`src/rtl/snn_pkg.sv`:
```
// Shared definitions for the SNN inference pipeline (image loader and core).
package snn_pkg;

    localparam int NUM_PIXELS = 784;

    typedef enum logic [1:0] {
        LD_IDLE,
        LD_UNPACK,
        LD_START,
        LD_WAIT_CORE
    } ld_state_t;

endpackage

```
`src/rtl/image_loader.sv`:
```
// Unpacks received image bytes into single-pixel RAM writes, then hands the
// completed image to snn_core with a one-cycle start pulse.
module image_loader
    import snn_pkg::*;
#(
    parameter int NUM_BYTES    = 98,
    parameter int PIX_PER_BYTE = 8,
    parameter int ADDR_W       = 10
) (
    input  logic                    clk,
    input  logic                    rst,
    input  logic                    rx_rdy,
    input  logic [PIX_PER_BYTE-1:0] rx_data,
    input  logic                    core_done,
    input  logic                    clr_overrun,
    output logic                    ram_we,
    output logic [ADDR_W-1:0]       ram_addr,
    output logic                    ram_data,
    output logic                    start,
    output logic                    loading,
    output logic                    overrun
);

    localparam int BIT_W = $clog2(PIX_PER_BYTE);
    localparam logic [ADDR_W-1:0] LAST_PIX = ADDR_W'(NUM_BYTES * PIX_PER_BYTE - 1);
    localparam logic [BIT_W-1:0]  LAST_BIT = BIT_W'(PIX_PER_BYTE - 1);

    ld_state_t               state, state_nxt;
    logic [PIX_PER_BYTE-1:0] hold_q;
    logic                    hold_vld;
    logic [PIX_PER_BYTE-1:0] sreg;
    logic [BIT_W-1:0]        bit_cnt;
    logic [ADDR_W-1:0]       pix_cnt;
    logic                    pop;
    logic                    rx_accept;
    logic                    rx_drop;

    // The write port is driven straight from the registers holding the pixel under way.
    assign ram_addr = pix_cnt;
    assign ram_data = sreg[0];

    always_comb begin
        // NOTE: every always_comb output gets a default first so no path can infer a latch.
        state_nxt = state;
        pop       = 1'b0;
        case (state)
            LD_IDLE: begin
                if (hold_vld) begin
                    pop       = 1'b1;
                    state_nxt = LD_UNPACK;
                end
            end
            LD_UNPACK: begin
                if (bit_cnt == LAST_BIT) begin
                    if (pix_cnt == LAST_PIX) begin
                        state_nxt = LD_START;
                    end else if (hold_vld) begin
                        pop = 1'b1;              // back-to-back byte, no idle bubble
                    end else begin
                        state_nxt = LD_IDLE;
                    end
                end
            end
            LD_START:     state_nxt = LD_WAIT_CORE;
            LD_WAIT_CORE: if (core_done) state_nxt = LD_IDLE;
            default:      state_nxt = LD_IDLE;
        endcase
    end

    // Bytes arriving while the core owns the RAM are never buffered.
    always_comb begin
        rx_accept = rx_rdy && (state != LD_WAIT_CORE) && (!hold_vld || pop);
        rx_drop   = rx_rdy && !rx_accept;
    end

    always_ff @(posedge clk) begin
        // NOTE: sequential state uses non-blocking assignments so every register samples pre-edge values.
        if (rst) begin
            state    <= LD_IDLE;
            hold_q   <= '0;
            hold_vld <= 1'b0;
            sreg     <= '0;
            bit_cnt  <= '0;
            pix_cnt  <= '0;
            ram_we   <= 1'b0;
            start    <= 1'b0;
            loading  <= 1'b0;
            overrun  <= 1'b0;
        end else begin
            state    <= state_nxt;
            hold_vld <= rx_accept || (hold_vld && !pop);
            if (rx_accept) hold_q <= rx_data;

            if (pop) begin
                sreg <= hold_q;
            end else if (state == LD_UNPACK) begin
                sreg <= sreg >> 1;
            end

            if (state == LD_UNPACK) begin
                bit_cnt <= (bit_cnt == LAST_BIT) ? '0 : bit_cnt + 1'b1;
                pix_cnt <= (pix_cnt == LAST_PIX) ? '0 : pix_cnt + 1'b1;
            end

            ram_we <= (state_nxt == LD_UNPACK);
            start  <= (state_nxt == LD_START);

            if (state_nxt == LD_START) begin
                loading <= 1'b0;
            end else if (state == LD_IDLE && pop) begin
                loading <= 1'b1;
            end

            // A fresh drop outranks a simultaneous clear.
            if (rx_drop) begin
                overrun <= 1'b1;
            end else if (clr_overrun) begin
                overrun <= 1'b0;
            end
        end
    end

endmodule

```
`config.mk`:
```
export PLATFORM = sky130hd
export DESIGN_NAME = image_loader
export DESIGN_NICKNAME = d
export VERILOG_FILES = /design/src/rtl/snn_pkg.sv /design/src/rtl/image_loader.sv
export SDC_FILE = /design/constraint.sdc
export NUM_CORES = 1
export LEC_CHECK = 0
export ABC_AREA = 1
export CAP_MARGIN = 30
export CORE_ASPECT_RATIO = 1.4
export CORE_MARGIN = 1
export CORE_UTILIZATION = 40
export CTS_BUF_LIST = sky130_fd_sc_hd__clkbuf_8
export CTS_CLUSTER_SIZE = 12
export DETAILED_ROUTE_END_ITERATION = 6
export HOLD_SLACK_MARGIN = 0.1
export PLACE_DENSITY = 0.61
export SYNTH_ARGS = -nofsm -noshare
export SYNTH_HDL_FRONTEND = slang
export SYNTH_SLANG_ARGS = --single-unit
export TNS_END_PERCENT = 100
```
`constraint.sdc`:
```
create_clock -name clk -period 2.2 [get_ports clk]
set_input_delay 0.22 -clock clk [delete_from_list [all_inputs] [get_ports clk]]
set_output_delay 0.22 -clock clk [all_outputs]
set_load 0.02 [all_outputs]
```
## Word-level counts from Yosys, hierarchy flattened

Index checks and enable logic that the tools add are counted.

- Reductions and logical operators: 14
- Add/sub/neg operators: 2
- Multiplexer cells: 16
- Equality and inequality tests: 8

Operators with widths:

| operator | number |
|---|---|
| $mux 8 | 2 |
| $add 10x1->10 const B | 1 |
| $eq 10x10->1 const B | 1 |
| $mux 10 | 1 |
| $mux 2 | 5 |
| $pmux 2 s4 | 1 |
| $eq 2x2->1 const B | 3 |
| $logic_and 1x1->1 | 5 |
| $mux 1 | 5 |
| $eq 2x1->1 const B | 2 |
| $reduce_bool 2->1 | 2 |
| $add 3x1->3 const B | 1 |
| $eq 3x3->1 const B | 1 |
| $logic_not 1->1 | 3 |
| $mux 3 | 1 |
| $logic_not 2->1 | 1 |
| $logic_or 1x1->1 | 2 |
| $ne 2x2->1 const B | 1 |
| $pmux 1 s2 | 1 |
| $reduce_or 2->1 | 1 |

- Logic and storage cells: 50
- Input port bits: 13
- Output and inout port bits: 15
- Register bits after elaboration: 36

## Logic depth before layout (Yosys ltp)

Gate-level depths: netlist of the first run.

- Depth in word-level cells: 9
- Mapped depth: 10

## Worst setup path after synthesis of the first run

No wires, ideal clock.

- Path type: register to register
- From: register pix_cnt[0], in the netlist ram_addr[0]
- To: register hold_q[0]
- Arrival: 1.529 ns
- Cell stages (with the launch flop): 11
- Clock period less this slack: 1.641 ns
- Library setup time: 0.112 ns
- Path slack: 0.559 ns
- Cell sequence: dfxtp_1 ha_1 nand2_1 nor2_4 nand3_4 nand3_4 nand3_4 nand2_4 inv_6 nor2_2 nor2_1

- Cells in the longest elaborated chain, start to end: 6

RTL lines:

| what | line | text |
|---|---|---|
| start: declaration | image_loader.sv:33 | `logic [ADDR_W-1:0] pix_cnt;` |
| start signal: assignment | image_loader.sv:102 | `pix_cnt <= (pix_cnt == LAST_PIX) ? '0 : pix_cnt + 1'b1;` |
| $eq 10x10->1 | image_loader.sv:55 | `if (pix_cnt == LAST_PIX) begin` |
| $mux 1 | image_loader.sv:55 |  |
| $mux 1 | image_loader.sv:54 | `if (bit_cnt == LAST_BIT) begin` |
| $pmux 1 s2 | image_loader.sv:46 | `case (state)` |
| $logic_or 1x1->1 | image_loader.sv:72 | `rx_accept = rx_rdy && (state != LD_WAIT_CORE) && (!hold_vld \|\| pop);` |
| $logic_and 1x1->1 | image_loader.sv:72 |  |
| end signal: assignment | image_loader.sv:92 | `if (rx_accept) hold_q <= rx_data;` |
| end: declaration | image_loader.sv:29 | `logic [PIX_PER_BYTE-1:0] hold_q;` |

Every way passes these cells.
A chain may end at the register's enable or synchronous reset.

## Worst setup path in the final report of the first run

- From: register hold_vld
- To: register hold_q[6]

- Cells in the longest elaborated chain, start to end: 6

RTL lines:

| what | line | text |
|---|---|---|
| start: declaration | image_loader.sv:30 | `logic hold_vld;` |
| start signal: assignment | image_loader.sv:91 | `hold_vld <= rx_accept \|\| (hold_vld && !pop);` |
| $mux 1 | image_loader.sv:48, image_loader.sv:57 |  |
| $mux 1 | image_loader.sv:55 |  |
| $mux 1 | image_loader.sv:54 |  |
| $pmux 1 s2 | image_loader.sv:46 |  |
| $logic_or 1x1->1 (*) | image_loader.sv:72 |  |
| $logic_and 1x1->1 (*) | image_loader.sv:72 |  |

Every way passes the cells marked *; elsewhere a longest branch is shown, timed or not.

==> metrics.txt, run 1 <==
max-cap viol count 0; proportion of layout cells with a drive suffix above 1 15.2%; fill count approximately 400; top post-synthesis cells by area dfxtp_1, nand2_1, nor2_1, inv_1, nand3b_1; Std-Cell Rows 27; Via density 4.90; share of the synthesized area in the top cell type a little over two fifths; Final GP Congestion 0.787; post-DP HPWL ~2600 um; Synth warnings 0; vias in the first global route 1289; Slew Viols, Final 0; die area 4560 um2; fmax 0.597 GHz; leak pwr 0.911 nW; Clock transition at path regs 0.07 ns; DR vias 1466; core area around 4000 um2; setup_tns 0 ns; CTS Hold Bufs 0; Congestion Overflow GR 0; Chip Height 79.5 um; total track usage between 15 and 20%; status finished with violations; Final Cycle Share 76.2%; Main synth FF type dfxtp_1; fin crit period 1.68 ns; Required @ worst endpoint between 2 and 2.5 ns; nets 271; Setup Fix Bufs, Post-CTS 0; WL per Instance 11.8 um; CTS Buf Count 5; Seq cells post-synth 36; Synth Net Count 239; Core Util, Final 52.9%; Syn Std Cell Area roughly 1700 um2; Clock Skew roughly 0.0034 ns; slew margin rel. ~66%; Port Buffers 27; Layout area overhead 24.1%; RSZ-0062 raised after global routing false; number of synthesized flops with an enable pin 0; die width 57.3 um; crit-path max FO 11; Max clock buf depth 2; failing checks DRC; CTS H-tree depth 2; Worst-Skew Late Latency about 0.29 ns; clk sink count 36; sequential area share after synthesis a little over two fifths; DRT Pass-1 Iters 7; initial antenna violation count 0; Setup crit end kind flop; most frequent cells in the layout nand2_1, dfxtp_1, clkdlybuf4s50_1; diode count 0; number of routed nets with antenna violations 0; final setup violating endpoints 0; synth unique cells 32; Root Buffer clkbuf_8; ys async rst share 0%; CTS tree built; Residual DRC 1; # IOs 28; Total Wirelength 3530 um; Critical Path AT approximately 1.9 ns; Power Density 657 nW/um2; 1st-iter DRT viols between 50 and 60; slew at the pin closest to its max-slew limit just over 0.5 ns; Syn Inst Count roughly 220; Hold Violations, Final 0; Yosys top cell by area dfxtp_1; Initial Util 42.7%; Peak supply drop 0.338 mV; commonest non-fill, non-tap cell in the layout nand2_1; first-pass GRT wire length 5980 um; mean post-synth cell area 7.69 um2; path category of the worst min-delay check reg -> reg; largest net degree at the start of global routing 18; post_cts resized 0; worst setup path class reg -> reg; Startpoint Class flop
[synthesized netlist by cell type, types with 2 or more instances]
cell type / count
ha_1: 3
o21bai_1: 2
nor2_4: 3
inv_2: 5
a21oi_1: 9
o21ai_0: 4
nand3b_1: 8
nand3_4: 3
nor2_1: 24
nand2_1: 57
nor3b_1: 2
nor3_1: 2
buf_2: 3
nand4_1: 9
nand2_4: 2
nand3_1: 10
dfxtp_1: 36
inv_1: 18
xor2_1: 2
nor2_2: 9
[power breakdown]
part	switching (mW)	internal, mW	total, mW	leakage [nW]
logic	0.109	0.0865	0.195	0.566
registers	0.0280	0.688	0.716	0.294
clock network	0.237	0.250	0.486	0.0510
[worst paths after layout]
kind                            slack, ns  cells past startpoint            startpoint                     end
worst max-delay path                 0.52                      6   hold_vld$_SDFF_PP0_  hold_q[6]$_SDFFE_PP0P_
worst min register to register       0.47                      2  sreg[7]$_SDFFE_PP0P_    sreg[7]$_SDFFE_PP0P_
worst max register to register       0.52                      6   hold_vld$_SDFF_PP0_  hold_q[6]$_SDFFE_PP0P_
worst min-delay path                 0.47                      2  sreg[7]$_SDFFE_PP0P_    sreg[7]$_SDFFE_PP0P_
[critical path: stages (launching register included)]
cell     delay [ns]
dfxtp_1        0.52
nand3_1        0.44
nand3_4        0.32
nand2_4        0.09
inv_6          0.11
nor2_2         0.04
nor2_1         0.09
[metal layers]
layer / up-vias / wire length, um / GRT usage [%]
li1: 777 / - / -
met1: 643 / 1500 / 19.3
met2: 36 / 1810 / 30.5
met3: 10 / 137 / 4.54
met4: 0 / 79 / 8.78
met5: - / 0 / 0
[sequential cells by signal, summed over array words and instances, names as in the netlist]
| name | flops |
|---|---|
| hold_vld | 1 |
| hold_q | 8 |
| start | 1 |
| overrun | 1 |
| state | 2 |
| loading | 1 |
| ram_addr | 10 |
| sreg | 8 |
| ram_we | 1 |
| bit_cnt | 3 |
[metrics by stage]
stage / cells / instance area [um2] / hold slack (ns) / power (mW) / setup slack [ns]
after floorplan: 223 / 1720 / 0.371 / 0.856 / 0.559
after global placement: 291 / 2040 / 0.459 / 0.927 / 0.585
after detailed placement: 291 / 2040 / 0.466 / 0.928 / 0.532
after CTS: 299 / 2130 / 0.478 / 1.42 / 0.513
after global routing: 299 / 2130 / 0.490 / 1.48 / 0.354
final: 299 / 2130 / 0.473 / 1.40 / 0.524
[area by class of cell]
cell class,count,area [um2],share of cell area [%]
Multi-Input combinational cell,158,873,41.0
Timing Repair Buffer,30,293,13.8
Inverter,24,95.1,4.47
Sequential cell,36,721,33.9
Clock inverter,2,10.0,0.470
Clock buffer,6,82.6,3.88
Tap cell,43,53.8,2.53
[logic make-up after synthesis]
| family | after synthesis | share of synthesized area, % |
|---|---|---|
| xor+xnor | 3 | 1.53 |
| flops | 36 | 42.0 |
| fa+ha+maj | 3 | 2.19 |
| compound gates | 20 | 7.00 |
| simple gates | 132 | 40.2 |
| buf+inv | 29 | 7.07 |
Power figures use the tool's default switching activity.
==> run 2, diff against run 1 <==
--- a/config.mk
+++ b/config.mk
@@ -14,7 +14,7 @@
 export CTS_CLUSTER_SIZE = 12
 export DETAILED_ROUTE_END_ITERATION = 6
 export HOLD_SLACK_MARGIN = 0.1
-export PLACE_DENSITY = 0.61
+export PLACE_DENSITY = 0.63
 export SYNTH_ARGS = -nofsm -noshare
 export SYNTH_HDL_FRONTEND = slang
 export SYNTH_SLANG_ARGS = --single-unit
==> constraint.sdc (replaced) <==
create_clock -name clk -period 1.45 [get_ports clk]
set_input_delay 0.145 -clock clk [delete_from_list [all_inputs] [get_ports clk]]
set_output_delay 0.145 -clock clk [all_outputs]
set_load 0.02 [all_outputs]
==> run 2 against run 1 <==
The run ends with DRC, setup timing left. Clock skew up 0.0045 ns. Global-route usage up 0.69 points. Clock-buffer cell count down 1. First-iteration DRC count up 15%. Clock power up 40%. Register-to-register slack worse by 0.53 ns. Via count up 6.8%. Critical path type unchanged. Largest cell class unchanged. Highest routed layer unchanged.
==> metrics.txt, run 2 (synthesized netlist as in run 1, its figures left out) <==
DP Worst Slack -0.0379 ns (-0.570 ns); CTS H-tree depth 2 (unchanged); largest net degree at the start of global routing 20 (+2); CTS tree built; Initial Util 42.7% (unchanged); Startpoint Class flop; status finished with violations; DRT Pass-1 Iters 7 (unchanged); fin crit period 1.45 ns (-0.224 ns); Hold Violations, Final 0 (unchanged); most frequent cells in the layout nand2_1, dfxtp_1, buf_4; Port Buffers 27 (unchanged); core area 4020 um2 (unchanged); Setup crit end kind flop; Root Buffer clkbuf_8; total track usage 18.2% (+0.69 points); reg2reg start bit_cnt[1]$_SDFFE_PP0P_; clk sink count 36 (unchanged); Reg2Reg Setup Slack -0.002 ns (-0.53 ns); initial antenna violation count 0 (unchanged); post-DP HPWL 2720 um (+4.0%); Worst-Skew Late Latency 0.29 ns (about the same); fmax 0.689 GHz (+15%); Residual DRC 2 (+1); Slew Viols, Final 0 (unchanged); Peak supply drop 0.587 mV (+73%); die area 4560 um2 (unchanged); fill count 385 (-3.5%); final setup violating endpoints 2 (+2); Final GP Congestion 0.860 (+9.3%); Tot Pwr 2.13 mW (+53%); Critical Path AT 1.68 ns (-0.23 ns); crit-path max FO 8 (-3); worst setup path class reg -> reg; Total Wirelength 3710 um (+5.1%); max-cap viol count 0 (unchanged); nets 295 (+8.9%); area post-placement 2200 um2 (+8.1%); Final Instance Area 2410 um2 (+13%); first-pass GRT wire length 6340 um (+6.1%); die width 57.3 um (unchanged); Chip Height 79.5 um (unchanged); setup_tns -0.00254 ns (-0.00254 ns); Via density 4.85 (-1.1%); Max clock buf depth 2 (unchanged); number of routed nets with antenna violations 0 (unchanged); hold path cells 3 (+1); R2R depth 10 (+4); worst flop-to-flop path endpoint hold_q[5]$_SDFFE_PP0P_; proportion of layout cells with a drive suffix above 1 27.9% (+13 points); diode count 0 (unchanged); number of flip-flops under the largest register name 10 (unchanged); Clock Skew 0.00794 ns (+0.00452 ns); RSZ-0062 raised after global routing true; Std-Cell Rows 27 (unchanged); WL per Instance 11.5 um (-2.7%); Congestion Overflow GR 0 (unchanged); Power Density 885 nW/um2 (+35%); PnR worst setup slack -0.00214 ns (-0.526 ns); 1st-iter DRT viols 63 (+15%); failing checks DRC, setup timing; leak pwr 1.12 nW (+23%); DR vias 1566 (+6.8%); CTS Buf Count 5 (unchanged); Final Cycle Share 100% (+24 points); Clock transition at path regs 0.07 ns (about the same); vias in the first global route 1491 (+16%); path category of the worst min-delay check in -> reg; # IOs 28 (unchanged); slew margin rel. 81.4% (+15 points); commonest non-fill, non-tap cell in the layout nand2_1; CTS Hold Bufs 0 (unchanged); Layout area overhead 40.4%; Required @ worst endpoint 1.68 ns (-0.75 ns); Setup crit start bit_cnt[1]$_SDFFE_PP0P_; slew at the pin closest to its max-slew limit 0.276 ns (-0.230 ns); CP endpoint hold_q[5]$_SDFFE_PP0P_
-- run 2: stage by stage --
stage	util [%]	std cells	hold slack [ns]
after global placement	54.7	309	0.455
after global routing	59.9	323	0.490
after CTS	57.4	320	0.452
after detailed placement	54.7	309	0.456
final	59.9	323	0.447
after floorplan	-	223	0.296
-- run 2: power breakdown --
| group | internal, mW | total [mW] | switching (mW) |
|---|---|---|---|
| sequential | 1.05 | 1.09 | 0.0410 |
| clock | 0.323 | 0.679 | 0.356 |
| combinational | 0.175 | 0.366 | 0.191 |
| total | 1.54 | 2.13 | 0.588 |
-- run 2: repair_timing --
| item | in CTS | in global routing |
|---|---|---|
| gates resized for setup | 12 | 18 |
| setup endpoints to repair | 23 | 26 |
| gates cloned | 1 | 0 |
| pin swaps | 4 | 13 |
| buffers inserted | 2 | 3 |
-- run 2: how the worst min path moves through the flow --
stage | startpoint | end | slack (ns)
after CTS | rx_rdy | overrun$_SDFFE_PP0P_ | 0.45
after detailed placement | sreg[7]$_SDFFE_PP0P_ | sreg[7]$_SDFFE_PP0P_ | 0.46
after global placement | sreg[7]$_SDFFE_PP0P_ | sreg[7]$_SDFFE_PP0P_ | 0.46
final | rx_rdy | overrun$_SDFFE_PP0P_ | 0.45
after floorplan | rx_rdy | overrun$_SDFFE_PP0P_ | 0.30
after global routing | sreg[7]$_SDFFE_PP0P_ | sreg[7]$_SDFFE_PP0P_ | 0.49
-- run 2: layer usage --
metal / track usage [%] / vias to the layer above / part of all wire, % / routed length (um)
met2: 33.5 / 26 / 54 / 1990
met1: 19.1 / 699 / 42 / 1540
met5: 0 / - / 0 / 0
met4: 9.51 / 0 / 2.1 / 79
met3: 3.40 / 8 / 2.6 / 96
li1: - / 833 / - / -
-- run 2: worst max-delay path, stage by stage, from the launching register on --
cell	delay (ns)
dfxtp_2	0.36
ha_4	0.14
ha_4	0.14
inv_4	0.04
nor2_4	0.12
nand3_4	0.14
nand3_4	0.15
nand2_4	0.08
inv_8	0.10
nor2_2	0.04
nor2_1	0.08
-- run 2: cell type report --
cell class / instances / area, um2 / share of cell area (%)
Tap cell: 43 / 53.8 / 2.23
Inverter: 24 / 100 / 4.16
Sequential cell: 36 / 733 / 30.4
Clock buffer: 5 / 68.8 / 2.86
Timing Repair Buffer: 53 / 469 / 19.5
Clock inverter: 3 / 12.5 / 0.519
Multi-Input combinational cell: 159 / 971 / 40.3
